**config.mk**
```make
export PLATFORM = sky130hd
export DESIGN_NAME = mem_arbiter
export DESIGN_NICKNAME = d
export VERILOG_FILES = /design/src/rtl/mem_arbiter_pkg.sv /design/src/rtl/arb_ptr.sv /design/src/rtl/mem_arbiter.sv
export SDC_FILE = /design/constraint.sdc
export NUM_CORES = 1
export LEC_CHECK = 0
export CAP_MARGIN = 20
export CORE_MARGIN = 1.5
export CORE_UTILIZATION = 36
export CTS_CLUSTER_SIZE = 25
export DETAILED_ROUTE_END_ITERATION = 6
export PLACE_DENSITY_LB_ADDON = 0.12
export SYNTH_ARGS = -nofsm -noshare
export SYNTH_HDL_FRONTEND = slang
export SYNTH_SLANG_ARGS = --single-unit
```
**constraint.sdc**
```tcl
create_clock -name clk -period 2.7 [get_ports clk]
set_clock_uncertainty 0.15 [all_clocks]
set_input_delay 0.54 -clock clk [delete_from_list [all_inputs] [get_ports clk]]
set_output_delay 0.54 -clock clk [all_outputs]
set_load 0.03 [all_outputs]
```
**src/rtl/mem_arbiter_pkg.sv**
```systemverilog
// mem_arbiter_pkg: shared FSM state encodings and default widths for mem_arbiter.
package mem_arbiter_pkg;
  localparam int ADDR_W_DEF = 4;
  localparam int DATA_W_DEF = 8;
  typedef enum logic [2:0] {
    IDLE = 3'd0,
    CPU  = 3'd1,
    LOAD = 3'd2,
    VRD  = 3'd3,
    VCMP = 3'd4
  } state_e;
endpackage

```
**src/rtl/arb_ptr.sv**
```systemverilog
// arb_ptr: loader write pointer with sticky wrap flag (pointer and flag clear independently).
module arb_ptr import mem_arbiter_pkg::*; #(
  parameter int ADDR_W = ADDR_W_DEF
) (
  input  logic              clk,
  input  logic              rst,
  input  logic              clr_i,
  input  logic              wrap_clr_i,
  input  logic              inc_i,
  output logic [ADDR_W-1:0] ptr_o,
  output logic              wrap_o
);
  logic [ADDR_W-1:0] ptr_q;
  logic              wrap_q;
  always_ff @(posedge clk or posedge rst) begin
    if (rst) begin
      ptr_q  <= '0;
      wrap_q <= 1'b0;
    end else begin
      ptr_q  <= clr_i ? '0 : inc_i ? ptr_q + 1'b1 : ptr_q;
      wrap_q <= wrap_clr_i ? 1'b0 : wrap_q | (inc_i & (&ptr_q));
    end
  end
  assign ptr_o  = ptr_q;
  assign wrap_o = wrap_q;
endmodule

```
**src/rtl/mem_arbiter.sv**
```systemverilog
// mem_arbiter: single-port RAM arbiter between a CPU and a priority program loader; ARB_VERIFY_EN adds read-back verify.
module mem_arbiter import mem_arbiter_pkg::*; #(
  parameter int ADDR_W = ADDR_W_DEF,
  parameter int DATA_W = DATA_W_DEF
) (
  input  logic              clk,
  input  logic              rst,
  input  logic              cpu_req,
  input  logic              cpu_we,
  input  logic [ADDR_W-1:0] cpu_addr,
  input  logic [DATA_W-1:0] cpu_wdata,
  output logic              cpu_gnt,
  output logic [DATA_W-1:0] cpu_rdata,
  output logic              cpu_rvalid,
  output logic              cpu_hold,
  input  logic              ld_req,
  input  logic              ld_valid,
  input  logic [DATA_W-1:0] ld_data,
  output logic              ld_ready,
  output logic              ld_done,
  output logic              ld_wrap,
  output logic              ld_err,
  output logic [ADDR_W-1:0] ram_addr,
  output logic              ram_we,
  output logic              ram_re,
  output logic [DATA_W-1:0] ram_wdata,
  input  logic [DATA_W-1:0] ram_rdata
);
  state_e            state_q, state_d;
  logic [ADDR_W-1:0] ptr;
  logic [DATA_W-1:0] rdata_q;
  logic              rvalid_q, done_q, start, accept, fin, inc;
  assign start    = state_q == IDLE && ld_req;
  assign accept   = state_q == LOAD && ld_valid;
  assign cpu_hold = state_q == LOAD || state_q == VRD || state_q == VCMP;
  assign fin      = cpu_hold && state_d == IDLE;
  always_comb begin
    state_d = state_q;
    case (state_q)
      IDLE:    state_d = ld_req ? LOAD : cpu_req ? CPU : IDLE;
      CPU:     state_d = IDLE;
`ifdef ARB_VERIFY_EN
      LOAD:    state_d = accept ? VRD : ld_req ? LOAD : IDLE;
      VRD:     state_d = VCMP;
      VCMP:    state_d = ld_req ? LOAD : IDLE;
`else
      LOAD:    state_d = ld_req ? LOAD : IDLE;
`endif
      default: state_d = IDLE;
    endcase
  end
  always_ff @(posedge clk or posedge rst) begin
    if (rst) begin
      state_q  <= IDLE;
      rvalid_q <= 1'b0;
      rdata_q  <= '0;
      done_q   <= 1'b0;
    end else begin
      state_q  <= state_d;
      rvalid_q <= cpu_gnt && !cpu_we;
      rdata_q  <= rvalid_q ? ram_rdata : rdata_q;
      done_q   <= fin;
    end
  end
  // read data is presented as it leaves the RAM and held in rdata_q afterwards
  assign cpu_rdata  = rvalid_q ? ram_rdata : rdata_q;
  assign cpu_rvalid = rvalid_q;
  assign cpu_gnt    = state_q == CPU;
  assign ld_ready   = state_q == LOAD;
  assign ld_done    = done_q;
  assign ram_we     = cpu_gnt ? cpu_we : accept;
  assign ram_re     = cpu_gnt ? !cpu_we : state_q == VRD;
  assign ram_addr   = cpu_gnt ? cpu_addr : cpu_hold ? ptr : '0;
  assign ram_wdata  = cpu_gnt ? cpu_wdata : accept ? ld_data : '0;
`ifdef ARB_VERIFY_EN
  logic [DATA_W-1:0] byte_q;
  logic              err_q;
  // the pointer advances only once the verify of its byte completes
  assign inc = state_q == VCMP;
  always_ff @(posedge clk or posedge rst) begin
    if (rst) begin
      byte_q <= '0;
      err_q  <= 1'b0;
    end else begin
      byte_q <= accept ? ld_data : byte_q;
      err_q  <= start ? 1'b0 : err_q | (state_q == VCMP && ram_rdata != byte_q);
    end
  end
  assign ld_err = err_q;
`else
  assign inc    = accept;
  assign ld_err = 1'b0;
`endif
  arb_ptr #(.ADDR_W(ADDR_W)) u_ptr (
    .clk        (clk),
    .rst        (rst),
    .clr_i      (start || fin),
    .wrap_clr_i (start),
    .inc_i      (inc),
    .ptr_o      (ptr),
    .wrap_o     (ld_wrap)
  );
endmodule

```
==> flow_summary.ini <==
[run_status]
status = finished, final reports clean

[clock_tree]
h-tree-depth = 1
clk_latency_ns = 0.28
cts_tree = yes
clock-sinks = 17
clk_pin_slew_ns = 0.09
clockRootBuffer = clkbuf_4
cts_buffers = 3
clockBufferDepth = 2

[logic_synthesis]
yosys_register_bits = 17
synth_area_leader_cell = dfrtp_1
syn-num-nets = 107
synth_warnings = 0
yosysUniqueCellTypes = 30
synth_ff_type = dfrtp_1
syn_area_per_cell_um2 = 12.2
yosysSeqAreaShare = 0.484
yosys-top-cells-count = dfrtp_1, a22o_1, mux2_2
async_flop_share = 1.00
synth_area_leaders = dfrtp_1, mux2_2, a22o_1, a22o_2, buf_6
synth_top_area_share = 0.484
syn_area_um2 = 880
synth.most_common_cell = dfrtp_1
synth_cells = 72
synth_edf_count = 0

[layout]
num_antenna_cells = 0
register_area_um2 = 427
drive_gt1_frac = 0.239
finish.utilization = 0.670
multi_input_area_um2 = 400
fill_cells = 210
postLayoutCellArea_um2 = 1510
syn_to_final_growth_pct = 71.7
fin_cells = 162
nNetsFinal = 170

[placement]
placed_area_um2 = 1470
hpwl_um = 1820
routabilityCongestion = 0.723
port_buffers = 61
post-place-ws_ns = 0.0887
placed_cells = 156

[route]
drt_iter0_markers = 5
avgRoutedWirePerCell_um = 13.9
via_count = 797
antenna_left = 0
drc_errors = 0
viasPerCell = 4.92
drt_wl_total_um = 2240
firstDrtPassIters = 3

[die]
die_x_um = 52.4
die_y_um = 52.4
core_um2 = 2250
start_util = 0.390
dieArea_um2 = 2750
rows = 17
pin_count = 63

[pwr]
p_int_mw = 0.512
p_leak_nw = 0.660
pwr-share-seq = 0.404
combinationalPowerShare = 0.429
sw_frac_of_total = 0.334
p_clk_frac = 0.167
p_per_area_nw_per_um2 = 509
p_sw_mw = 0.257
ir_worst_vdd_mv = 0.518
finalPower_mw = 0.769

[sta]
hold_slack_ns = 0.349
layout_min_cycle_time_ns = 2.60
fmax_ghz = 0.385
setup_tns_ns = 0
tightest_slew_ns = 0.609
rsz0062_at_grt = false
hold_viol_final = 0
setup_viol = 0
drv_slew = 0
timing.final.ws_setup_ns = 0.100
slew_headroom = 0.593
fin_crit_sh = 0.963

[run]
cap_violations = 0

[setup_path]
critPathBufInv = 2
path_delay_family = buffers and inverters
required_ns = 2.01
endpoint = ram_we
critPathLaunch = ld_valid
cp.arrival_ns = 1.91
worstPathCellList = clkdlybuf4s50_1 > nand3b_4 > nand2_1 > clkdlybuf4s50_1
reg2reg_depth = 4
start_kind = input pin
r2r-end = u_ptr.ptr_o[1]
cp_max_fo = 3
r2r-start = state_q[1]
rrSetupSlack_ns = 1.03
crit_type = in2out
cp_common_cell = clkdlybuf4s50_1
critPathMaxStageDelay_ns = 0.67
path_depth = 4
crit_path_end_kind = output port
cp_slowest_cell = clkdlybuf4s50_1

[grt]
grt_pass1_wl_um = 3360
grt_usage = 0.173
antenna_found_initial = 0
grt_max_degree = 18
grt.overflow.total = 0
grt_pass1_vias = 761

[worst_hold_path]
hold_class = reg2reg
registers in the layout, indices dropped and copies added, names as in the netlist:
| signal | cells |
|---|---|
| cpu_rvalid | 1 |
| ld_done | 1 |
| rdata_q | 8 |
| state_q | 2 |
| u_ptr.ptr_o | 4 |
| u_ptr.wrap_o | 1 |
what timing repair did:
item                                    in CTS  in global routing
gates resized for setup                      1                  0
setup buffers                                2                  0
endpoints found under the hold margin        0                  0
hold buffers                                 0                  0
endpoints found under the setup margin       6                  0
cells in the final DEF, fill, tap and decap left out, types with 2 or more instances in the layout:
master,netlist,routed
clkdlybuf4s50_1,0,53
dfrtp_1,17,16
nand2_1,2,2
inv_1,2,2
buf_4,2,11
mux2_2,8,8
a22o_2,4,4
nor2_1,5,5
a22o_1,8,8
clkbuf_4,0,3
xnor2_1,2,2
cell type report:
class | instances | share of cell area
inverters | 2 | 0.00497
multi-input cells | 47 | 0.265
flip-flops and latches | 17 | 0.283
well taps | 28 | 0.0232
repair buffers | 64 | 0.406
clock inverters | 1 | 0.00331
clock buffers | 3 | 0.0149
power groups by stage:
stage / Combinational (mW) / Sequential, mW / Clock, mW
floorplan: 0.189 / 0.310 / 0
global placement: 0.327 / 0.314 / 0
detailed placement: 0.331 / 0.316 / 0
CTS: 0.333 / 0.311 / 0.134
global route: 0.347 / 0.315 / 0.148
finish: 0.330 / 0.310 / 0.128
worst min-delay path by stage:
stage,startpoint,endpoint,slack [ns],cells after the start
finish,rdata_q[3],rdata_q[3],0.35,1
global route,rdata_q[6],rdata_q[6],0.37,1
CTS,rdata_q[3],rdata_q[3],0.36,1
detailed placement,rdata_q[3],rdata_q[3],0.34,1
global placement,rdata_q[2],rdata_q[2],0.33,1
floorplan,rst,cpu_rvalid,0.32,1
kinds of logic (layout without fill, tap and decap cells):
group | count (synthesis) | in the layout | share of synthesized area
compound gates | 17 | 17 | 0.165
other cells | 1 | 1 | 0.00426
fa+ha+maj | 1 | 1 | 0.0142
buf+inv | 8 | 70 | 0.0612
xor+xnor | 3 | 3 | 0.0299
flops | 17 | 17 | 0.484
simple gates | 16 | 16 | 0.128
mux | 9 | 9 | 0.114
layer usage:
metal	vias up	share of wire	GRT usage	routed length, um
met2	19	0.54	0.288	1210
met1	394	0.41	0.215	920
li1	382	-	-	-
met5	-	0	0	0
met4	0	0.0062	0.0385	14
met3	2	0.046	0.0600	104
worst register-to-register path, delay by kind of cell, from the launching register on:
kind                   cells  cell delay, ns
buffers and inverters      1            0.20
DFF                        1            0.51
muxes                      1            0.20
and+or+nand+nor            2            0.47
Power figures use the tool's default switching activity.
